==> config.mk <==
export PLATFORM = sky130hd
export DESIGN_NAME = pipe_stage_reg
export DESIGN_NICKNAME = d
export VERILOG_FILES = /design/src/rtl/pipe_pkg.sv /design/src/rtl/pipe_tnew_ctr.sv /design/src/rtl/pipe_stage_reg.sv
export SDC_FILE = /design/constraint.sdc
export NUM_CORES = 1
export LEC_CHECK = 0
export ABC_AREA = 1
export BUFFER_PORTS_ARGS = -buffer_cell sky130_fd_sc_hd__buf_2
export CAP_MARGIN = 20
export CELL_PAD_IN_SITES_DETAIL_PLACEMENT = 2
export CELL_PAD_IN_SITES_GLOBAL_PLACEMENT = 2
export CORE_AREA = 2 2 172 132
export CTS_CLUSTER_SIZE = 28
export DETAILED_ROUTE_END_ITERATION = 10
export DIE_AREA = 0 0 174 134
export PLACE_DENSITY_LB_ADDON = 0.1
export SLEW_MARGIN = 10
export SYNTH_ARGS = -nofsm -noshare
export SYNTH_HDL_FRONTEND = slang
export SYNTH_SLANG_ARGS = --single-unit
==> constraint.sdc <==
create_clock -name clk -period 3.55 [get_ports clk]
set_clock_uncertainty 0.1 [all_clocks]
set_input_delay 1.065 -clock clk [delete_from_list [all_inputs] [get_ports clk]]
set_output_delay 1.065 -clock clk [all_outputs]
set_load 0.05 [all_outputs]
==> src/rtl/pipe_pkg.sv <==
// Shared definitions for the inter-stage pipeline registers.
//   PIPE_*_W    : default widths for instruction/PC/data, GRF address and Tnew
//   NOP_INSTR   : instruction word inserted as a bubble
//   tnew_op_e   : control code for the Tnew counter
//   sat_dec     : decrement that stops at zero
package pipe_pkg;

  localparam int unsigned PIPE_DATA_W = 32;
  localparam int unsigned PIPE_ADDR_W = 5;
  localparam int unsigned PIPE_TNEW_W = 2;

  localparam logic [31:0] NOP_INSTR = '0;

  typedef enum logic [1:0] {
    TNEW_CLEAR,
    TNEW_LOAD,
    TNEW_HOLD,
    TNEW_AGE
  } tnew_op_e;

  // Operates on 32 bits; callers zero-extend and truncate back to their width,
  // so the result never wraps as long as the field is at most 32 bits wide.
  function automatic logic [31:0] sat_dec(input logic [31:0] x);
    return (x == '0) ? '0 : x - 32'd1;
  endfunction

endpackage

==> src/rtl/pipe_tnew_ctr.sv <==
// Tnew register for one pipeline stage.
//   clk, reset : clock, synchronous active-low reset
//   op         : clear / load (with age) / hold / age in place
//   tnew_in    : incoming Tnew, aged by one cycle on load
//   tnew_q     : stored Tnew
module pipe_tnew_ctr
  import pipe_pkg::*;
#(
  parameter int unsigned TNEW_W = PIPE_TNEW_W
) (
  input  logic              clk,
  input  logic              reset,
  input  tnew_op_e          op,
  input  logic [TNEW_W-1:0] tnew_in,
  output logic [TNEW_W-1:0] tnew_q
);

  always_ff @(posedge clk) begin
    if (!reset) begin
      tnew_q <= '0;
    end else begin
      case (op)
        TNEW_CLEAR: tnew_q <= '0;
        TNEW_LOAD:  tnew_q <= TNEW_W'(sat_dec(32'(tnew_in)));
        TNEW_AGE:   tnew_q <= TNEW_W'(sat_dec(32'(tnew_q)));
        default:    tnew_q <= tnew_q;
      endcase
    end
  end

endmodule

==> src/rtl/pipe_stage_reg.sv <==
// Parametrised pipeline register between two adjacent MIPS stages.
//   clk, reset          : clock, synchronous active-low reset
//   Stall / Flush       : hold contents / insert bubble (flush wins)
//   ValidIn, *In        : incoming slot and its payload
//   ValidOut, *Out      : registered slot and payload
//   FwdValid/FwdPending : forwarding status derived from stored state only
//   FwdAddr / FwdData   : forwarding destination and value
//   StallCnt            : saturating count of stalled cycles
module pipe_stage_reg
  import pipe_pkg::*;
#(
  parameter int unsigned DATA_W       = PIPE_DATA_W,
  parameter int unsigned ADDR_W       = PIPE_ADDR_W,
  parameter int unsigned TNEW_W       = PIPE_TNEW_W,
  parameter int unsigned SIDE_W       = 8,
  parameter int unsigned STALLCNT_W   = 16,
  parameter bit          AGE_ON_STALL = 1'b1
) (
  input  logic                  clk,
  input  logic                  reset,
  input  logic                  Stall,
  input  logic                  Flush,
  input  logic                  ValidIn,
  input  logic [DATA_W-1:0]     InstrIn,
  input  logic [DATA_W-1:0]     curPCIn,
  input  logic [DATA_W-1:0]     WDataIn,
  input  logic [ADDR_W-1:0]     WriteAddrIn,
  input  logic                  RegWriteIn,
  input  logic [TNEW_W-1:0]     TnewIn,
  input  logic [SIDE_W-1:0]     SideIn,
  output logic [DATA_W-1:0]     InstrOut,
  output logic [DATA_W-1:0]     curPCOut,
  output logic [DATA_W-1:0]     WDataOut,
  output logic [ADDR_W-1:0]     WriteAddrOut,
  output logic                  RegWriteOut,
  output logic [TNEW_W-1:0]     TnewOut,
  output logic [SIDE_W-1:0]     SideOut,
  output logic                  ValidOut,
  output logic                  FwdValid,
  output logic                  FwdPending,
  output logic [ADDR_W-1:0]     FwdAddr,
  output logic [DATA_W-1:0]     FwdData,
  output logic [STALLCNT_W-1:0] StallCnt
);

  tnew_op_e tnew_op;
  logic     bubble;

  // A flush or an empty incoming slot both produce a bubble.
  always_comb begin
    bubble  = Flush || (!Stall && !ValidIn);
    tnew_op = TNEW_LOAD;
    if (bubble)
      tnew_op = TNEW_CLEAR;
    else if (Stall)
      tnew_op = AGE_ON_STALL ? TNEW_AGE : TNEW_HOLD;
  end

  pipe_tnew_ctr #(
    .TNEW_W (TNEW_W)
  ) u_tnew (
    .clk     (clk),
    .reset   (reset),
    .op      (tnew_op),
    .tnew_in (TnewIn),
    .tnew_q  (TnewOut)
  );

  always_ff @(posedge clk) begin
    if (!reset || bubble) begin
      InstrOut     <= DATA_W'(NOP_INSTR);
      curPCOut     <= '0;
      WDataOut     <= '0;
      WriteAddrOut <= '0;
      RegWriteOut  <= 1'b0;
      SideOut      <= '0;
      ValidOut     <= 1'b0;
    end else if (!Stall) begin
      InstrOut     <= InstrIn;
      curPCOut     <= curPCIn;
      WDataOut     <= WDataIn;
      WriteAddrOut <= WriteAddrIn;
      // Writes to $0 are dropped here so consumers never forward from $0.
      RegWriteOut  <= RegWriteIn && (WriteAddrIn != '0);
      SideOut      <= SideIn;
      ValidOut     <= 1'b1;
    end
  end

  always_ff @(posedge clk) begin
    if (!reset)
      StallCnt <= '0;
    else if (Stall && !Flush && (StallCnt != '1))
      StallCnt <= StallCnt + 1'b1;
  end

  always_comb begin
    FwdValid   = ValidOut && RegWriteOut && (TnewOut == '0);
    FwdPending = ValidOut && RegWriteOut && (TnewOut != '0);
    FwdAddr    = WriteAddrOut;
    FwdData    = WDataOut;
  end

endmodule

==> run metrics, run 1 <==
Clk network pwr share=0.466; first-pass GRT wire length=31800 µm; critical path peak fanout=3; CP endpoint=FwdValid; Net Sw Power=1.13 mW; cell family with most CP delay=flip-flops; total congestion overflow=0; Area Overhead vs Synth=34.4%; slowest cell delay on critical path=0.39 ns; CTS tree=yes; CP Buf/Inv Count=1; leakage=3.46 nW; WL/cell=16.2 µm; Sw Share=0.298; crit path cell chain=nand2_1 > nor3_1 > buf_2; CTS root buf=clkbuf_16; clk_lat worst skew=0.42 ns; status=complete, no violations; layout cell share with drive strength beyond 1=0.437; Arr. time, crit path=1.34 ns; initial cell density of the core=0.255; post-synth cell types=25; max layer used=met5; GRT Util Overall=0.172; Required @ worst endpoint=2.38 ns; chip height=134 µm; antenna-violating nets left=0; Power Dens Cells=511 mW/mm²; I/O pins=285; syn_area_per_cell=7.96 µm²; Core Rows=47; die area=0.0233 mm²; Post-Syn Area=0.00552 mm²; fmax=400 MHz; Critical Path End Type=output port; R2R Path End=StallCnt[5]$_SDFFE_PN0P_; ANT cells=0; WL met2=9790 µm; HPWL Detailed=15000 µm; max-slew violation count=0; Yosys warning count=0; Slowest-stage cell, CP=dfxtp_1; period utilization=0.705; Hold Violations, Final=0; Reg area=0.00258 mm²; drt pass-1 iters=4; met3 wire length=1300 µm; fin nets=1044; Placer Congestion=0.778; clk buf depth=2; final setup violation count=0; maximum vdd drop=0.217 mV; Seq/Total Area, Yosys=0.467; footprint of the multi-input gates=0.00231 mm²; filler instances=2615; Post-CTS Hold Buffers=0; Detailed Route Iter0 Violations=176; Seq pwr share=0.400; # H-tree levels=4; M1 WL=8570 µm; Via density=4.41; #FFs+latches synth=129; WS Path Type=flop to output port; crit path time final=2.50 ns; Routed WL=20000 µm; R2R cell count=10; core box area=0.0216 mm²; clock sinks=129; WHS=0.365 ns; initial antenna violation count=2; Mapped Nets=812; vias after detailed routing=5437; TritonCTS Buffers=17; RSZ-0062 raised after global routing=false; vias in the first global route=5871; post-cts sizing count=0; Clock transition at path regs=0.06 ns; startpoint types=flop; largest net degree at the start of global routing=89; Levels on crit path=3; most frequent cells in the layout=buf_2, nand2_1, dfxtp_1; r2r setup slk=1.75 ns; relative slew slack=0.362; max-cap violations=0; Die X=174 µm; Post-CTS Setup Repair Bufs=0; DRC errors left=0; CP startpoint=RegWriteOut$_SDFFE_PP0N_; Port Buffers=284; Hold Path Class=flop to flop; setup TNS=0 ns; P_int=2.67 mW; combinational share of power=0.134; most common cell after layout, fill and taps aside=buf_2; worst reg2reg startpoint=StallCnt[0]$_SDFFE_PN0P_; worst-margin pin slew=0.958 ns; Mapped Cells=694
## layout make-up
cell class | count | share of cell area
clock inverter | 14 | 0.0209
inverter | 22 | 0.0116
multi-input combinational | 466 | 0.311
sequential | 129 | 0.348
timing repair buffer | 290 | 0.201
clock buffer | 18 | 0.0578
tap | 294 | 0.0495
## routing by layer
metal,up-vias,track usage
met5,-,0
met4,4,0.0528
met3,26,0.0595
met2,161,0.294
met1,2610,0.206
li1,2636,-
## metrics by stage
stage	util	setup WS, ns	std cells	area (µm²)	total power, mW
2_1_floorplan	-	0.563	694	5520	1.92
3_3_place_gp	0.316	0.766	1201	6840	2.06
5_1_grt	0.343	0.945	1233	7430	3.97
4_1_cts	0.343	1.01	1233	7430	3.87
3_5_place_dp	0.316	0.722	1201	6840	2.07
6_report	0.343	1.05	1233	7430	3.80
## worst reg2reg max path, stage by stage (launching register included)
cell and delay [ns]:
dfxtp_1 0.47, ha_1 0.26, inv_1 0.09, nor2_2 0.19, nand2_2 0.12, inv_1 0.07
nand2_1 0.10, nand2_1 0.11, nand2_1 0.07, nand2_1 0.06, nor2_1 0.05
## kinds of logic (layout without fill, tap and decap cells)
| family | after synthesis | in the layout | synth area share |
|---|---|---|---|
| simple gates | 339 | 339 | 0.253 |
| flops | 129 | 129 | 0.467 |
| fa+ha+maj | 1 | 1 | 0.00226 |
| buf+inv | 99 | 344 | 0.114 |
| compound gates | 126 | 126 | 0.163 |
## power by group through the flow
stage / registers (mW) / logic [mW] / clock network (mW)
after detailed placement: 1.55 / 0.517 / 0
after CTS: 1.52 / 0.518 / 1.83
after global placement: 1.55 / 0.505 / 0
after floorplan: 1.69 / 0.231 / 0
final: 1.52 / 0.508 / 1.77
after global routing: 1.53 / 0.549 / 1.89
## state kept, by name, indices dropped and copies added, names as in the netlist
signal,flops
SideOut,8
FwdAddr,5
FwdData,32
StallCnt,16
u_tnew.tnew_q,2
ValidOut,1
curPCOut,32
RegWriteOut,1
InstrOut,32
## worst min-delay path by stage
stage | from | end | slack [ns] | cells past startpoint
after floorplan | curPCOut[10]$_SDFFE_PP0N_ | curPCOut[10]$_SDFFE_PP0N_ | 0.59 | 2
after global placement | InstrOut[22]$_SDFFE_PP0N_ | InstrOut[22]$_SDFFE_PP0N_ | 0.35 | 2
after detailed placement | curPCOut[8]$_SDFFE_PP0N_ | curPCOut[8]$_SDFFE_PP0N_ | 0.36 | 2
after CTS | curPCOut[8]$_SDFFE_PP0N_ | curPCOut[8]$_SDFFE_PP0N_ | 0.37 | 2
after global routing | curPCOut[8]$_SDFFE_PP0N_ | curPCOut[8]$_SDFFE_PP0N_ | 0.39 | 2
final | curPCOut[8]$_SDFFE_PP0N_ | curPCOut[8]$_SDFFE_PP0N_ | 0.36 | 2
## cells in the mapped netlist
cell / number / area share
and2_1: 1 / 0.0011
inv_1: 20 / 0.014
nor2_4: 4 / 0.0082
a21oi_1: 53 / 0.048
nand3b_1: 1 / 0.0014
buf_2: 18 / 0.016
nand2_2: 4 / 0.0045
nand4_4: 1 / 0.0039
o31ai_1: 1 / 0.0014
buf_4: 39 / 0.053
o21ai_0: 1 / 0.00091
nand3_1: 15 / 0.014
buf_6: 12 / 0.024
nand2_1: 254 / 0.17
nor2_1: 46 / 0.031
nand2_4: 1 / 0.0020
a21oi_2: 71 / 0.11
clkbuf_1: 8 / 0.0054
nand4_1: 3 / 0.0034
dfxtp_1: 129 / 0.47
nor2_2: 2 / 0.0023
nor3_1: 4 / 0.0036
inv_2: 2 / 0.0014
nand3_2: 3 / 0.0054
ha_1: 1 / 0.0023
(Power assumes the default switching activity.)
==> run 2, diff against run 1 <==
--- a/config.mk
+++ b/config.mk
@@ -10,10 +10,10 @@
 export CAP_MARGIN = 20
 export CELL_PAD_IN_SITES_DETAIL_PLACEMENT = 2
 export CELL_PAD_IN_SITES_GLOBAL_PLACEMENT = 2
-export CORE_AREA = 2 2 172 132
+export CORE_AREA = 2 2 179 137
 export CTS_CLUSTER_SIZE = 28
 export DETAILED_ROUTE_END_ITERATION = 10
-export DIE_AREA = 0 0 174 134
+export DIE_AREA = 0 0 181 139
 export PLACE_DENSITY_LB_ADDON = 0.1
 export SLEW_MARGIN = 10
 export SYNTH_ARGS = -nofsm -noshare
==> constraint.sdc (replaced) <==
create_clock -name clk -period 2.5 [get_ports clk]
set_clock_uncertainty 0.1 [all_clocks]
set_input_delay 0.75 -clock clk [delete_from_list [all_inputs] [get_ports clk]]
set_output_delay 0.75 -clock clk [all_outputs]
set_load 0.05 [all_outputs]
==> run 2 against run 1 <==
  * Flip-flop and latch count did not move
  * Critical path depth did not move
  * Cell count rose by 0.97%
  * Via count fell by 1.2%
  * Clock power rose by 50%
  * Critical path type unchanged
  * Largest power group unchanged
  * Highest routed layer unchanged
==> run metrics, run 2 (synthesis results as in run 1) <==
max-slew violation count=0 (unchanged); clock sinks=129 (unchanged); HPWL Detailed=14200 µm (-5.3%); Slowest-stage cell, CP=dfxtp_1; Die X=181 µm (+4.0%); DRC errors left=0 (unchanged); Critical Path End Type=output port; chip height=139 µm (+3.7%); crit path cell chain=nand2_1 > nor3_2 > buf_2; drt pass-1 iters=5 (+1); antenna-violating nets left=0 (unchanged); Detailed Route Iter0 Violations=177 (+0.57%); startpoint types=flop; layout cell share with drive strength beyond 1=0.438 (+0.00153); Hold Violations, Final=0 (unchanged); GRT Util Overall=0.155 (-0.0176); Post-CTS Hold Buffers=0 (unchanged); CTS root buf=clkbuf_16; fin nets=1045 (+0.096%); PnR Total Power=5.53 mW (+46%); Via density=4.31 (-2.2%); most common cell after layout, fill and taps aside=buf_2; setup TNS=0 ns (unchanged); Arr. time, crit path=1.27 ns (-0.07 ns); Finished Layout Cells=1245 (+0.97%); Core Rows=49 (+4.3%); total congestion overflow=0 (unchanged); core box area=0.0235 mm² (+8.8%); initial cell density of the core=0.235 (-0.0206); CTS tree=yes; Port Buffers=284 (unchanged); cell family with most CP delay=flip-flops; Placer Congestion=0.729 (-6.3%); Hold Path Class=flop to flop; RSZ-0062 raised after global routing=false; Post-CTS Setup Repair Bufs=0 (unchanged); die area=0.0252 mm² (+7.9%); WS Path Type=flop to output port; relative slew slack=0.483 (+0.121); # H-tree levels=4 (unchanged); worst-margin pin slew=0.776 ns (-0.181 ns); status=complete, no violations; first-pass GRT wire length=30700 µm (-3.5%); clk_lat worst skew=0.41 ns (about the same); period utilization=0.849; fmax=471 MHz; final setup violation count=0 (unchanged); WHS=0.366 ns (+0.00141 ns); placed cells=1214 (+1.1%); Required @ worst endpoint=1.65 ns (-0.73 ns); Routed WL=19700 µm (-1.5%); vias after detailed routing=5371 (-1.2%); Area Overhead vs Synth=35.9%; critical path peak fanout=3 (unchanged); maximum vdd drop=0.327 mV (+50%); max-cap violations=0 (unchanged); crit path time final=2.12 ns; largest net degree at the start of global routing=112 (+26%); leakage=3.51 nW (+1.6%); WL/cell=15.8 µm (-2.4%); TritonCTS Buffers=17 (unchanged); Clock transition at path regs=0.06 ns (about the same); initial antenna violation count=2 (unchanged); vias in the first global route=5448 (-7.2%); most frequent cells in the layout=buf_2, nand2_1, dfxtp_1; filler instances=2827 (+8.1%); CP Buf/Inv Count=1 (unchanged); I/O pins=285 (unchanged); slowest cell delay on critical path=0.39 ns (about the same); clk buf depth=2 (unchanged); Power Dens Cells=737 mW/mm² (+44%); post-cts sizing count=0 (unchanged)
run 2: cell count changes in the layout (fill, tap and decap cells not counted), moves of 2 or more:
cell,change
clkinv_4,+3
clkinv_2,+2
buf_12,+2
clkinvlp_4,-5
bufinv_16,+2
inv_6,-3
run 2: metrics by stage:
step | instance area, µm² | worst slack (ns) | utilization
after floorplan | 5530 | 0.185 | -
after global placement | 6890 | 0.425 | 0.293
after detailed placement | 6890 | 0.404 | 0.293
after CTS | 7510 | 0.330 | 0.319
after global routing | 7510 | 0.263 | 0.319
final | 7510 | 0.377 | 0.319
run 2: area by class of cell:
type | instances | area (µm²) | share of cell area
clock buffer | 17 | 425 | 0.0566
timing repair buffer | 291 | 1530 | 0.203
clock inverter | 13 | 188 | 0.0250
multi-input combinational | 466 | 2320 | 0.308
sequential | 129 | 2580 | 0.344
tap | 306 | 383 | 0.0510
antenna | 1 | 2.50 | 0.000333
inverter | 22 | 86.3 | 0.0115
run 2: metal layers:
metal  global-route usage  part of all wire
met5                    0           0.00066
met4               0.0449             0.010
met3               0.0404             0.056
met2                0.256              0.46
met1                0.199              0.47
run 2: worst reg2reg max path: cells and delay by family (launching register included):
family,cells,cell delay (ns)
AND/OR/NAND/NOR,3,0.54
buffers and inverters,1,0.08
AO/OA/AOI/OAI,1,0.23
flip-flops,1,0.46
adder cells (fa/ha/maj),1,0.25
run 2: power by group:
part           switching [mW]  internal [mW]
clock network           0.985           1.66
registers              0.0397           2.12
logic                   0.532          0.194
total                    1.56           3.98
run 2: final timing paths:
check / slack, ns / to / cells after the start / start
hold / removal: 0.37 / curPCOut[1]$_SDFFE_PP0N_ / 2 / curPCOut[1]$_SDFFE_PP0N_
hold reg to reg: 0.37 / curPCOut[1]$_SDFFE_PP0N_ / 2 / curPCOut[1]$_SDFFE_PP0N_
setup / recovery: 0.38 / FwdValid / 3 / RegWriteOut$_SDFFE_PP0N_
setup reg to reg: 0.74 / StallCnt[15]$_SDFFE_PN0P_ / 6 / StallCnt[0]$_SDFFE_PN0P_
